===== config.mk =====
export PLATFORM = sky130hd
export DESIGN_NAME = r_burst_arbiter_flat
export DESIGN_NICKNAME = d
export VERILOG_FILES = /design/src/rtl/r_arb_pkg.sv /design/src/rtl/r_if.sv /design/src/rtl/rr_pick.sv /design/src/rtl/r_burst_arbiter.sv /design/src/flat_wrapper.sv
export SDC_FILE = /design/constraint.sdc
export NUM_CORES = 1
export LEC_CHECK = 0
export CAP_MARGIN = 5
export CORE_AREA = 4 4 143 145
export CTS_CLUSTER_DIAMETER = 30
export DETAILED_ROUTE_END_ITERATION = 8
export DIE_AREA = 0 0 147 149
export GPL_TIMING_DRIVEN = 0
export PLACE_DENSITY_LB_ADDON = 0.2
export SLEW_MARGIN = 20
export SYNTH_ARGS = -nofsm -noshare
export SYNTH_HDL_FRONTEND = slang
export SYNTH_HIERARCHICAL = 1
export SYNTH_SLANG_ARGS = --single-unit

===== constraint.sdc =====
create_clock -name clk -period 1.7 [get_ports clk]
set_input_delay 0.34 -clock clk [delete_from_list [all_inputs] [get_ports clk]]
set_output_delay 0.34 -clock clk [all_outputs]
set_load 0.05 [all_outputs]

===== src/rtl/r_arb_pkg.sv =====
// Shared types and helpers for the burst-granular R-channel arbiter.
// Optional feature macro: R_ARB_SRC_TAG_EN (source index prepended to r_out.id).
package r_arb_pkg;

    // Arbiter FSM: IDLE picks a winner, LOCKED holds it until its RLAST beat.
    typedef enum logic [0:0] {
        ARB_IDLE   = 1'b0,
        ARB_LOCKED = 1'b1
    } arb_state_t;

    // Width of a source index; never narrower than one bit.
    function automatic int src_idx_w(input int n);
        return (n > 1) ? $clog2(n) : 1;
    endfunction

endpackage


===== src/rtl/r_if.sv =====
// AXI-style R channel bundle.
// valid/ready: a beat transfers on a cycle where valid and ready are both
// high; the sender holds id/data/resp/last stable while valid is high and
// ready is low.
interface r_if #(
    parameter int ID_W   = 4,
    parameter int DATA_W = 64,
    parameter int RESP_W = 2
);
    logic              valid;
    logic              ready;
    logic [ID_W-1:0]   id;
    logic [DATA_W-1:0] data;
    logic [RESP_W-1:0] resp;
    logic              last;

    modport sender   (output valid, id, data, resp, last, input  ready);
    modport receiver (input  valid, id, data, resp, last, output ready);
endinterface


===== src/rtl/rr_pick.sv =====
// Combinational round-robin first-one finder: returns the first asserted
// request at or above ptr, wrapping modulo NUM_SRC.
module rr_pick
    import r_arb_pkg::*;
#(
    parameter  int NUM_SRC = 4,
    localparam int SRC_W   = src_idx_w(NUM_SRC)
) (
    input  logic [NUM_SRC-1:0] req,
    input  logic [SRC_W-1:0]   ptr,
    output logic [SRC_W-1:0]   idx,
    output logic               any
);

    logic [SRC_W-1:0] cand;

    // Scan from ptr upward; the first hit wins and later hits are masked by any.
    always_comb begin
        idx  = '0;
        any  = 1'b0;
        cand = '0;
        for (int i = 0; i < NUM_SRC; i++) begin
            cand = SRC_W'((int'(ptr) + i) % NUM_SRC);
            if (req[cand] & ~any) begin
                idx = cand;
                any = 1'b1;
            end
        end
    end

endmodule


===== src/rtl/r_burst_arbiter.sv =====
// Burst-granular round-robin arbiter sharing one R return path among
// NUM_SRC beat sources. A grant is held until the granted source's RLAST
// beat transfers, so bursts never interleave; one IDLE bubble per burst.
// Optional feature macro: R_ARB_SRC_TAG_EN -- r_out.id = {gnt_q, src_id}.
module r_burst_arbiter
    import r_arb_pkg::*;
#(
    parameter  int NUM_SRC    = 4,
    parameter  int ID_WIDTH   = 4,
    parameter  int DATA_WIDTH = 64,
    parameter  int RESP_WIDTH = 2,
    localparam int SRC_W      = src_idx_w(NUM_SRC)
) (
    input  logic                           clk,
    input  logic                           rst,
    input  logic [NUM_SRC-1:0]             src_valid,
    output logic [NUM_SRC-1:0]             src_ready,
    input  logic [NUM_SRC*ID_WIDTH-1:0]    src_id,
    input  logic [NUM_SRC*DATA_WIDTH-1:0]  src_data,
    input  logic [NUM_SRC*RESP_WIDTH-1:0]  src_resp,
    input  logic [NUM_SRC-1:0]             src_last,
    r_if.sender                            r_out,
    output logic                           busy,
    output logic [SRC_W-1:0]               grant_idx
);

    arb_state_t       state_q, state_d;
    logic [SRC_W-1:0] gnt_q, gnt_d;
    logic [SRC_W-1:0] rr_ptr_q, rr_ptr_d;
    logic [SRC_W-1:0] pick_idx;
    logic             pick_any;
    logic             out_valid;

    logic [ID_WIDTH-1:0]   id_arr   [NUM_SRC];
    logic [DATA_WIDTH-1:0] data_arr [NUM_SRC];
    logic [RESP_WIDTH-1:0] resp_arr [NUM_SRC];

    // Unpack the flat per-source buses into indexable arrays for the beat mux.
    for (genvar k = 0; k < NUM_SRC; k++) begin : g_unpack
        assign id_arr[k]   = src_id[k*ID_WIDTH +: ID_WIDTH];
        assign data_arr[k] = src_data[k*DATA_WIDTH +: DATA_WIDTH];
        assign resp_arr[k] = src_resp[k*RESP_WIDTH +: RESP_WIDTH];
    end

    rr_pick #(.NUM_SRC(NUM_SRC)) u_pick (
        .req (src_valid),
        .ptr (rr_ptr_q),
        .idx (pick_idx),
        .any (pick_any)
    );

    // State, grant and round-robin pointer registers.
    always_ff @(posedge clk or posedge rst) begin
        if (rst) begin
            state_q  <= ARB_IDLE;
            gnt_q    <= '0;
            rr_ptr_q <= '0;
        end else begin
            state_q  <= state_d;
            gnt_q    <= gnt_d;
            rr_ptr_q <= rr_ptr_d;
        end
    end

    // Next-state, grant hand-off and per-source ready generation.
    always_comb begin
        state_d   = state_q;
        gnt_d     = gnt_q;
        rr_ptr_d  = rr_ptr_q;
        src_ready = '0;
        out_valid = 1'b0;
        case (state_q)
            ARB_IDLE: begin
                if (pick_any) begin
                    gnt_d   = pick_idx;
                    state_d = ARB_LOCKED;
                end
            end
            ARB_LOCKED: begin
                out_valid        = src_valid[gnt_q];
                src_ready[gnt_q] = r_out.ready;
                // Release only on the RLAST transfer; next winner is picked in IDLE.
                if (out_valid & r_out.ready & src_last[gnt_q]) begin
                    rr_ptr_d = (gnt_q == SRC_W'(NUM_SRC - 1)) ? '0 : gnt_q + SRC_W'(1);
                    state_d  = ARB_IDLE;
                end
            end
            default: begin
                state_d = ARB_IDLE;
            end
        endcase
    end

    assign r_out.valid = out_valid;
    assign r_out.data  = data_arr[gnt_q];
    assign r_out.resp  = resp_arr[gnt_q];
    assign r_out.last  = src_last[gnt_q];
`ifdef R_ARB_SRC_TAG_EN
    assign r_out.id    = {gnt_q, id_arr[gnt_q]};
`else
    assign r_out.id    = id_arr[gnt_q];
`endif

    assign busy      = (state_q == ARB_LOCKED);
    assign grant_idx = gnt_q;

endmodule


===== src/flat_wrapper.sv =====
// flat-port wrapper written by rule: the top's interface ports become plain ports
module r_burst_arbiter_flat import r_arb_pkg::*;
#(
    parameter  int NUM_SRC    = 4,
    parameter  int ID_WIDTH   = 4,
    parameter  int DATA_WIDTH = 64,
    parameter  int RESP_WIDTH = 2,
    localparam int SRC_W      = src_idx_w(NUM_SRC)
)
  (clk, rst, src_valid, src_ready, src_id, src_data, src_resp, src_last, busy, grant_idx, r_out_valid, r_out_id, r_out_data, r_out_resp, r_out_last, r_out_ready);
  r_if #(.ID_W((ID_WIDTH)), .DATA_W(DATA_WIDTH), .RESP_W(RESP_WIDTH)) r_out_i ();
  input  logic clk;
  input  logic rst;
  input  logic [NUM_SRC-1:0] src_valid;
  output logic [NUM_SRC-1:0] src_ready;
  input  logic [NUM_SRC*ID_WIDTH-1:0] src_id;
  input  logic [NUM_SRC*DATA_WIDTH-1:0] src_data;
  input  logic [NUM_SRC*RESP_WIDTH-1:0] src_resp;
  input  logic [NUM_SRC-1:0] src_last;
  output logic busy;
  output logic [SRC_W-1:0] grant_idx;
  output wire logic [$bits(r_out_i.valid)-1:0] r_out_valid;
  output wire logic [$bits(r_out_i.id)-1:0] r_out_id;
  output wire logic [$bits(r_out_i.data)-1:0] r_out_data;
  output wire logic [$bits(r_out_i.resp)-1:0] r_out_resp;
  output wire logic [$bits(r_out_i.last)-1:0] r_out_last;
  input wire logic [$bits(r_out_i.ready)-1:0] r_out_ready;
  assign r_out_valid = r_out_i.valid;
  assign r_out_id = r_out_i.id;
  assign r_out_data = r_out_i.data;
  assign r_out_resp = r_out_i.resp;
  assign r_out_last = r_out_i.last;
  assign r_out_i.ready = r_out_ready;
  r_burst_arbiter #(.NUM_SRC(NUM_SRC), .ID_WIDTH(ID_WIDTH), .DATA_WIDTH(DATA_WIDTH), .RESP_WIDTH(RESP_WIDTH)) u_core (.clk(clk), .rst(rst), .src_valid(src_valid), .src_ready(src_ready), .src_id(src_id), .src_data(src_data), .src_resp(src_resp), .src_last(src_last), .r_out(r_out_i), .busy(busy), .grant_idx(grant_idx));
endmodule

==> flow_metrics.env, run 1 <==
export IMPL_status="complete, but fails checks"
export IMPL_violations="setup timing"
export IMPL_grt_overflow_total=0
export IMPL_drtIter0Drc=67
export IMPL_cp_depth=4
export IMPL_min_period_ns=2.08
export IMPL_crit_top_cell="buf_12"
export IMPL_fin_crit_sh_pct=122
export IMPL_synth_nets=428
export IMPL_ff_latch_area_um2=130
export IMPL_multiInputGateArea_um2=1930
export IMPL_wl_per_cell_um=21.9
export IMPL_required_ns=1.36
export IMPL_worstSkewPairLatency_ns=0.23
export IMPL_setup_slack_ns=-0.377
export IMPL_drt_total_wl_mm=17.1
export IMPL_fmax_ghz=0.482
export IMPL_die_h_um=149
export IMPL_slew_viol_final=0
export IMPL_skew_ns=0.000838
export IMPL_start_kind="flip-flop"
export IMPL_drive_above_1_share_pct=37.6
export IMPL_io_buffers=369
export IMPL_grt_pass1_wl_mm=24.2
export IMPL_postPlaceCellArea_um2=6260
export IMPL_finalSetupViolations=78
export IMPL_holdBufCountCts=0
export IMPL_grt_max_degree=11
export IMPL_chipWidth_um=147
export IMPL_fin_worst_hold_slack_ns=0.315
export IMPL_final_nets=814
export IMPL_antenna_left=0
export IMPL_vias=3129
export IMPL_p_leak_nw=2.50
export IMPL_htreeDepth=1
export IMPL_rsz0062_at_grt="yes"
export IMPL_ys_ff_latch=5
export IMPL_path_cells="buf_12 > buf_12 > mux4_2 > buf_6"
export IMPL_ys_seq_area_share_pct=5.94
export IMPL_numCtsBuffers=3
export IMPL_timing_rr_start="u_core/grant_idx[0]$_DFFE_PP0P_"
export IMPL_cts_root_buf="clkbuf_16"
export IMPL_syn_inst=133
export IMPL_r2r_end="u_core/rr_ptr_q[1]$_DFFE_PP0P_"
export IMPL_critPathMaxStageDelay_ns=0.55
export IMPL_io_pins=370
export IMPL_cp_end_kind="output port"
export IMPL_synthTopCellsByArea="mux4_2, dfrtp_1, buf_4"
export IMPL_cp_startpoint="u_core/grant_idx[0]$_DFFE_PP0P_"
export IMPL_syn_area_per_cell_um2=15.8
export IMPL_worstMarginPinSlew_ns=0.495
export IMPL_core_um2=19200
export IMPL_synth_distinct_cells=24
export IMPL_num_antenna_cells=0
export IMPL_cts_tree="done"
export IMPL_ys_warnings_count=6
export IMPL_grt_pass1_vias=3637
export IMPL_crit_family="multiplexers"
export IMPL_ir_drop_uv=898
export IMPL_drtPass1Iterations=4
export IMPL_yosysTopAreaCellShare_pct=75.9
export IMPL_worstPathArrival_ns=1.74
export IMPL_regToRegSetupSlack_ns=-0.20
export IMPL_fill_cells=1872
export IMPL_area_growth_pct=219
export IMPL_hold_violations=0
export IMPL_drv_cap=0
export IMPL_reg2regPathDepth=6
export IMPL_critical_path_slowest_cell="mux4_2"
export IMPL_p_per_area_nw_per_um2=1540
export IMPL_num_rows=51
export IMPL_hpwlAfterDp_mm=14.8
export IMPL_drt_vias_per_instance=4.00
export IMPL_dieArea_um2=21900
export IMPL_clkTransAtPathRegs_ns=0.03
export IMPL_crit_path_max_fanout=10
export IMPL_finalInstanceArea_um2=6720
export IMPL_grt_usage_pct=14.5
export IMPL_max_slew_margin_pct=67.1
export IMPL_cp_num_buf_inv=3
export IMPL_initial_core_util_pct=11.0
export IMPL_crit_type="flip-flop to output port"
export IMPL_gp_congestion=0.852
export IMPL_clock_path_buffers=2
export IMPL_hp_class="primary input to asynchronous set/reset pin"
export IMPL_antenna_found_initial=0
export IMPL_clkSinkCount=5
export IMPL_syn_cell_area_um2=2110
export IMPL_route_detailed_drc=0
export IMPL_yosysTopAreaCell="mux4_2"
export IMPL_critical_path_endpoint="r_out_data[48]"
## state kept, by name (all words and copies together), names as in the netlist
register and cells:
u_core/grant_idx 2, u_core/rr_ptr_q 2, u_core/busy 1
## metrics by stage
stage	TNS [ns]	power, mW	cells	util, %	setup WS [ns]
2_1_floorplan	-13.06	6.15	133	-	-0.187
3_3_place_gp	-55.14	9.02	767	32.6	-0.800
3_5_place_dp	-55.89	9.02	767	32.6	-0.809
4_1_cts	-28.34	10.2	778	34.3	-0.427
5_1_grt	-27.36	10.8	783	35.0	-0.407
6_report	-23.88	10.3	783	35.0	-0.377
## logic make-up after synthesis
family,Yosys count,share of synthesized area (%)
and+or+nand+nor,17,4.39
DFF,5,5.94
adders and majority gates,4,2.38
buffers and inverters,21,5.46
muxes,76,78.7
AOI/OAI and AO/OA,10,3.09
## cell type report
type	count	area share (%)
Buffer	16	3.33
Clock buffer	4	1.17
Inverter	5	0.279
Multi-Input combinational cell	107	28.8
Sequential cell	5	1.94
Tap cell	265	4.94
Timing Repair Buffer	381	59.6
## where the power goes
part	leakage (nW)	switching (mW)	internal (mW)	total, mW
Combinational	2.41	5.20	4.46	9.66
Sequential	0.0557	0.0907	0.181	0.271
Clock	0.0382	0.0809	0.311	0.392
## layer usage
metal / up-vias / wire length (um) / track usage, %
met2: 168 / 9270 / 27.0
met3: 24 / 1400 / 4.19
li1: 1395 / - / -
met4: 0 / 271 / 2.05
met1: 1542 / 6170 / 16.8
met5: - / 0 / 0
## timing repair
| item | 4_1_cts | 5_1_grt |
|---|---|---|
| pin swaps | 0 | 1 |
| endpoints found under the hold margin | 0 | 0 |
| setup endpoints to repair | 81 | 82 |
| setup buffers | 5 | 3 |
| gates cloned | 2 | 3 |
| gates resized for setup | 553 | 18 |
## cell usage after synthesis
master and count:
or4_1 1, buf_1 6, nor3_1 1, dfrtp_1 5
buf_6 1, o2bb2a_1 1, a21oi_1 3, nand2_1 5
nor3_2 1, buf_2 2, nand2b_1 1, inv_1 5
mux2_4 2, o21ai_0 3, ha_1 4, nor2b_1 1
mux2i_1 3, and3_1 5, o21a_1 1, o21ai_2 1
mux4_2 71, buf_4 7, nor2_1 2, a311oi_1 1
## worst min path at each step
stage,end,startpoint,depth (start not counted)
floorplan,u_core/busy$_DFF_PP0_,rst,1
global placement,u_core/busy$_DFF_PP0_,rst,2
detailed placement,u_core/busy$_DFF_PP0_,rst,2
CTS,u_core/busy$_DFF_PP0_,rst,2
global route,u_core/busy$_DFF_PP0_,rst,2
finish,u_core/busy$_DFF_PP0_,rst,2
## placed cells by master (no fill, tap or decap), types with 2 or more instances in the layout
cell,synthesis,layout
nor2_1,2,2
buf_12,0,9
clkbuf_16,0,6
dfrtp_1,5,3
clkdlybuf4s50_1,0,287
ha_1,4,3
nand2_1,5,5
buf_8,0,7
mux4_2,71,71
and3_4,0,5
mux2i_4,0,2
a21oi_1,3,3
o21ai_0,3,3
inv_1,5,4
dlymetal6s2s_1,0,3
nor3_2,1,2
buf_4,7,10
mux2_4,2,2
buf_6,1,73
## worst register-to-register path, cell delays in order, from the launching register on
cell and delay, ns:
dfrtp_4 0.50, buf_4 0.16, buf_6 0.12, mux4_2 0.46, buf_6 0.15, o21ai_4 0.07
mux2_4 0.32
No activity file was read; power rests on OpenSTA's default activity.
==> run 2, diff against run 1 <==
--- a/config.mk
+++ b/config.mk
@@ -6,14 +6,13 @@
 export NUM_CORES = 1
 export LEC_CHECK = 0
 export CAP_MARGIN = 5
-export CORE_AREA = 4 4 143 145
+export CORE_AREA = 4 4 142 144
 export CTS_CLUSTER_DIAMETER = 30
 export DETAILED_ROUTE_END_ITERATION = 8
-export DIE_AREA = 0 0 147 149
+export DIE_AREA = 0 0 146 148
 export GPL_TIMING_DRIVEN = 0
 export PLACE_DENSITY_LB_ADDON = 0.2
 export SLEW_MARGIN = 20
 export SYNTH_ARGS = -nofsm -noshare
 export SYNTH_HDL_FRONTEND = slang
-export SYNTH_HIERARCHICAL = 1
 export SYNTH_SLANG_ARGS = --single-unit
==> run 2 against run 1 <==
Net effect: the run still ends with setup timing left; design area is 3.1% higher; register-to-register slack better by 0.04 ns; synthesized cell count is 4.5% lower; hold slack better by 0.0041 ns; via count is 0.38% higher; wire length is 5.9% lower; clock skew hardly changed; die area is 1.3% lower.
==> flow_metrics.env, run 2 <==
export IMPL_status="complete, but fails checks"
export IMPL_violations="setup timing"
export IMPL_p_per_area_nw_per_um2=1730
export IMPL_reg2regPathDepth=6
export IMPL_antenna_left=0
export IMPL_clock_path_buffers=2
export IMPL_holdBufCountCts=0
export IMPL_required_ns=1.36
export IMPL_synthArstFlopShare_pct=100
export IMPL_skew_ns=0.000486
export IMPL_hp_class="primary input to asynchronous set/reset pin"
export IMPL_crit_top_cell="buf_12"
export IMPL_start_kind="flip-flop"
export IMPL_area_growth_pct=234
export IMPL_syn_inst=127
export IMPL_yosysTopAreaCellShare_pct=78.1
export IMPL_fill_cells=1799
export IMPL_mostFrequentLayoutCells="clkdlybuf4s50_1, mux4_2, buf_6, clkbuf_16"
export IMPL_initial_core_util_pct=11.1
export IMPL_cp_end_kind="output port"
export IMPL_die_h_um=148
export IMPL_route_detailed_drc=0
export IMPL_dp_slack_ns=-0.892
export IMPL_grt_overflow_total=0
export IMPL_hold_violations=0
export IMPL_worstSkewPairLatency_ns=0.22
export IMPL_cp_num_buf_inv=4
export IMPL_ys_warnings_count=0
export IMPL_r2r_end="u_core.rr_ptr_q[1]$_DFFE_PP0P_"
export IMPL_critical_path_slowest_cell="dfrtp_4"
export IMPL_drv_cap=0
export IMPL_hpwlAfterDp_mm=13.3
export IMPL_core_um2=18700
export IMPL_cts_tree="done"
export IMPL_syn_area_per_cell_um2=16.3
export IMPL_synth_edff_count=0
export IMPL_synth_distinct_cells=24
export IMPL_postPlaceCellArea_um2=6220
export IMPL_cts_root_buf="clkbuf_16"
export IMPL_dieArea_um2=21600
export IMPL_num_rows=50
export IMPL_worstMarginPinSlew_ns=0.487
export IMPL_gp_congestion=0.862
export IMPL_ir_drop_uv=934
export IMPL_drtIter0Drc=71
export IMPL_timing_rr_start="u_core.grant_idx[0]$_DFFE_PP0P_"
export IMPL_syn_cell_area_um2=2080
export IMPL_path_cells="buf_12 > buf_16 > buf_12 > mux4_2 > buf_6"
export IMPL_finish_utilization_pct=37.0
export IMPL_regToRegSetupSlack_ns=-0.16
export IMPL_netlist_top_cells_count="mux4_2, buf_4, inv_1"
export IMPL_ff_latch_area_um2=130
export IMPL_design_power_total_mw=12.0
export IMPL_numCtsBuffers=3
export IMPL_wl_per_cell_um=21.2
export IMPL_crit_path_max_fanout=5
export IMPL_setup_slack_ns=-0.441
export IMPL_final_nets=822
export IMPL_grt_pass1_vias=3471
export IMPL_fin_crit_sh_pct=126
export IMPL_ys_seq_area_share_pct=6.03
export IMPL_vias=3141
export IMPL_io_pins=370
export IMPL_multiInputGateArea_um2=1910
export IMPL_htreeDepth=1
export IMPL_worstPathArrival_ns=1.80
export IMPL_grt_max_degree=11
export IMPL_fmax_ghz=0.467
export IMPL_clkSinkCount=5
export IMPL_ys_dominant_reg_cell="dfrtp_1"
export IMPL_synthTopCellsByArea="mux4_2, dfrtp_1, buf_4"
export IMPL_finalSetupViolations=79
export IMPL_drive_above_1_share_pct=40.3
export IMPL_synth_most_common_cell="mux4_2"
export IMPL_drtPass1Iterations=4
export IMPL_yosysTopAreaCell="mux4_2"
export IMPL_slew_viol_final=0
export IMPL_grt_usage_pct=13.1
export IMPL_critPathMaxStageDelay_ns=0.50
export IMPL_io_buffers=369
export IMPL_crit_type="flip-flop to output port"
export IMPL_p_leak_nw=2.64
export IMPL_finalInstanceArea_um2=6930
export IMPL_min_period_ns=2.14
export IMPL_final_common_cell="clkdlybuf4s50_1"
export IMPL_antenna_found_initial=1
export IMPL_chipWidth_um=146
export IMPL_drt_vias_per_instance=4.13
export IMPL_grt_pass1_wl_mm=22.0
export IMPL_synth_nets=422
export IMPL_crit_family="buffers and inverters"
export IMPL_drt_total_wl_mm=16.1
export IMPL_ys_ff_latch=5
export IMPL_rsz0062_at_grt="yes"
export IMPL_clkTransAtPathRegs_ns=0.03
export IMPL_max_slew_margin_pct=67.7
==> run 2: cell types whose count changed in the layout (fill, tap and decap cells not counted), moves of 3 or more <==
cell,delta
clkbuf_16,+6
clkbuf_2,+7
dlymetal6s2s_1,-3
ha_1,-3
ha_4,+3
nand2_1,-3
==> run 2: repair_timing <==
item                                    4_1_cts  5_1_grt
gates resized for setup                     550       24
endpoints found under the setup margin       80       79
endpoints found under the hold margin         0        0
buffers inserted                              5       10
cloned                                        2        9
pin swaps                                     0        2
==> run 2: worst max-delay path by stage <==
stage	from	end	slack (ns)	cells past startpoint
3_5_place_dp	src_valid[0]	r_out_valid	-0.89	4
4_1_cts	u_core.grant_idx[0]$_DFFE_PP0P_	r_out_data[4]	-0.47	4
5_1_grt	u_core.grant_idx[0]$_DFFE_PP0P_	r_out_data[62]	-0.47	5
6_report	u_core.grant_idx[0]$_DFFE_PP0P_	r_out_data[62]	-0.44	5
3_3_place_gp	src_valid[0]	r_out_valid	-0.90	4
2_1_floorplan	u_core.grant_idx[0]$_DFFE_PP0P_	r_out_data[0]	-0.19	3
==> run 2: final cells by class <==
type                            count  area share (%)
Sequential cell                     5            1.88
Tap cell                          234            4.23
Antenna cell                        1          0.0361
Timing Repair Buffer              395            61.0
Multi-Input combinational cell     99            27.5
Inverter                            7           0.741
Buffer                             16            3.43
Clock buffer                        4            1.14
==> run 2: routing by layer <==
| layer | part of all wire, % | wire, um | GRT usage [%] | vias up |
|---|---|---|---|---|
| met2 | 55 | 8870 | 25.3 | 199 |
| met5 | 0 | 0 | 0 | - |
| li1 | - | - | - | 1410 |
| met1 | 36 | 5760 | 14.7 | 1520 |
| met3 | 7.7 | 1240 | 3.37 | 12 |
| met4 | 1.4 | 224 | 1.88 | 0 |
==> run 2: per-stage QoR <==
step	hold slack [ns]	cells	TNS [ns]
floorplan	0.118	127	-13.01
detailed placement	0.514	730	-55.52
global placement	0.511	730	-55.87
finish	0.320	761	-30.18
CTS	0.316	741	-31.75
global route	0.350	761	-33.21
==> run 2: cells by family after synthesis <==
| group | count (synthesis) | share of synthesized area (%) |
|---|---|---|
| buffers and inverters | 23 | 5.73 |
| flip-flops | 5 | 6.03 |
| AND/OR/NAND/NOR | 11 | 3.13 |
| multiplexers | 75 | 79.7 |
| adder cells (fa/ha/maj) | 4 | 2.41 |
| AO/OA/AOI/OAI | 9 | 2.95 |
==> run 2: where the power goes <==
group / total (mW) / internal [mW] / switching (mW)
logic: 11.3 / 5.43 / 5.89
registers: 0.280 / 0.183 / 0.0965
clock network: 0.383 / 0.310 / 0.0727
==> variant (settings of run 2) <==
`ID_WIDTH` is set to 4 in 2 places; all go to 5.
--- a/src/rtl/r_burst_arbiter.sv
+++ b/src/rtl/r_burst_arbiter.sv
@@ -6,7 +6,7 @@
     import r_arb_pkg::*;
 #(
     parameter  int NUM_SRC    = 4,
-    parameter  int ID_WIDTH   = 4,
+    parameter  int ID_WIDTH   = 5,
     parameter  int DATA_WIDTH = 64,
     parameter  int RESP_WIDTH = 2,
     localparam int SRC_W      = src_idx_w(NUM_SRC)
--- a/src/flat_wrapper.sv
+++ b/src/flat_wrapper.sv
@@ -2,7 +2,7 @@
 module r_burst_arbiter_flat import r_arb_pkg::*;
 #(
     parameter  int NUM_SRC    = 4,
-    parameter  int ID_WIDTH   = 4,
+    parameter  int ID_WIDTH   = 5,
     parameter  int DATA_WIDTH = 64,
     parameter  int RESP_WIDTH = 2,
     localparam int SRC_W      = src_idx_w(NUM_SRC)
Ports: changed (resized r_out_id and src_id); port bits go from 370 to 375. The function was not compared with the original's and may differ.
==> variant against run 2 <==
  * Critical path depth unchanged
  * Cell area up 1.1%
  * Worst setup slack better by 0.060 ns
  * Highest routed layer unchanged
  * Synthesized area up 1.7%
  * Sequential cell count unchanged
  * Worst hold slack better by 0.017 ns
  * The run still ends with negative setup slack left
  * Largest cell class unchanged
  * Wire length up 0.13%
  * Power up 1.6%
==> variant: results (changes against run 2) <==
INFO  placed_design  place.detailed.instances=737 [was 730]
INFO  sta            worstMarginPinSlew=0.487ns [about the same]
INFO  synthesis      ys_seq_area_frac=0.0592 [was 0.0603]
INFO  global_routing antenna_found_initial=0 [was 1]
INFO  pwr            power_switching=6.15mW [was 6.06 mW]
INFO  synthesis      synthTopCellsByCount=73 x sky130_fd_sc_hd__mux4_2, 7 x sky130_fd_sc_hd__inv_1, 6 x sky130_fd_sc_hd__buf_4, 5 x sky130_fd_sc_hd__dfrtp_1 [was 72 x sky130_fd_sc_hd__mux4_2, 8 x sky130_fd_sc_hd__buf_4, 7 x sky130_fd_sc_hd__inv_1, 5 x sky130_fd_sc_hd__clkbuf_1, 5 x sky130_fd_sc_hd__dfrtp_1]
INFO  sta            fin_worst_skew=0.0000980ns [was 0.000486 ns]
INFO  placed_design  postPlaceCellArea=0.00627mm2 [was 0.00622 mm2]
INFO  status         failing_checks=negative setup slack [unchanged]
INFO  cells_and_area nets=830 [was 822]
INFO  worst_setup_path timing.critical_path.slowest_stage_cell=sky130_fd_sc_hd__mux4_2 [was sky130_fd_sc_hd__dfrtp_4]
INFO  global_routing grtUsageMet1=0.136 [was 0.147]
INFO  status         outcome=complete, but fails checks [unchanged]
INFO  placed_design  dp_hpwl=13.4mm [was 13.3 mm]
INFO  pwr            power_frac_seq=0.021 [was 0.023]
INFO  pwr            total_leakage_power=2.67nW [was 2.64 nW]
INFO  global_routing global_route.usage.met2=0.258 [was 0.253]
INFO  sta            finalSetupTns=-25.68ns [was -30.18 ns]
INFO  cells_and_area antennaDiodeCount=0 [was 1]
INFO  cells_and_area layout-drive-gt1-share=0.398 [was 0.403]
INFO  cells_and_area nFillCells=1,813 [was 1,799]
INFO  global_routing grt_util_met3=0.0417 [was 0.0337]
INFO  synthesis      syn-instance-count=129 [was 127]
INFO  placed_design  preCtsSetupSlack=-0.959ns [was -0.892 ns]
INFO  sta            timing.final.setup_violations=77 [was 79]
INFO  routing        post_drt_wl_per_cell=21.1um [was 21.2 um]
INFO  global_routing gr-usage-all-layers=0.131 [about the same]
INFO  placed_design  finalWeightedCongestion=0.807 [was 0.862]
INFO  pwr            vdd_drop_max=0.931mV [was 0.934 mV]
INFO  synthesis      netlist-cell-type-count=25 [was 24]
INFO  routing        route.detailed.vias_per_inst=4.18 [was 4.13]
INFO  synthesis      synth.top_cells.by_area=sky130_fd_sc_hd__mux4_2 78%, sky130_fd_sc_hd__dfrtp_1 5.9%, sky130_fd_sc_hd__ha_1 2.4% [was sky130_fd_sc_hd__mux4_2 78%, sky130_fd_sc_hd__dfrtp_1 6.0%, sky130_fd_sc_hd__buf_4 2.9%]
INFO  placed_design  io_buffer_count=374 [was 369]
INFO  sta            setup_ws=-0.382ns [was -0.441 ns]
INFO  pwr            power_switching_share=0.505 [was 0.506]
INFO  global_routing via_count_of_the_first_global_routing_pass=3,561 [was 3,471]
variant: worst paths after layout:
path                                     start                  end  slack, ns  depth (start not counted)
min in group clk            u_core.rr_ptr_q[0]   u_core.rr_ptr_q[0]       0.53                          2
max in group asynchronous                  rst  u_core.grant_idx[0]       1.17                          2
hold / removal                             rst   u_core.rr_ptr_q[1]       0.34                          2
setup / recovery           u_core.grant_idx[0]       r_out_data[23]      -0.38                          5
hold reg to reg             u_core.rr_ptr_q[0]   u_core.rr_ptr_q[0]       0.53                          2
setup reg to reg           u_core.grant_idx[0]   u_core.rr_ptr_q[1]      -0.12                          6
variant: worst reg2reg max path, cell delays in order (launching register included):
cell                      delay, ns
sky130_fd_sc_hd__dfrtp_2       0.37
sky130_fd_sc_hd__buf_12        0.13
sky130_fd_sc_hd__buf_4         0.13
sky130_fd_sc_hd__mux4_2        0.51
sky130_fd_sc_hd__buf_4         0.16
sky130_fd_sc_hd__nand4_4       0.10
sky130_fd_sc_hd__mux2_4        0.30
variant: routing by layer:
layer	vias to the layer above	part of all wire
met5	-	0
met4	0	0.016
met3	19	0.083
met2	195	0.56
met1	1555	0.34
li1	1421	-
variant: cell type report:
class                      instances  area (um2)  area share
tap                              234         293      0.0418
sequential                         5         128      0.0182
inverter                           7        51.3     0.00733
multi-input combinational        100        1930       0.275
timing repair buffer             397        4260       0.609
buffer                            17         258      0.0368
clock buffer                       4        78.8      0.0113
variant: logic make-up after synthesis:
group	Yosys count	share of synthesized area
compound gates	9	0.0290
fa+ha+maj	4	0.0237
buf+inv	24	0.0628
flops	5	0.0592
simple gates	11	0.0308
mux	76	0.794
variant: timing repair:
action / in CTS / in global routing
hold buffers: 0 / 0
buffers inserted: 9 / 4
cloned: 5 / 6
endpoints found under the setup margin: 81 / 80
gates resized for setup: 553 / 53
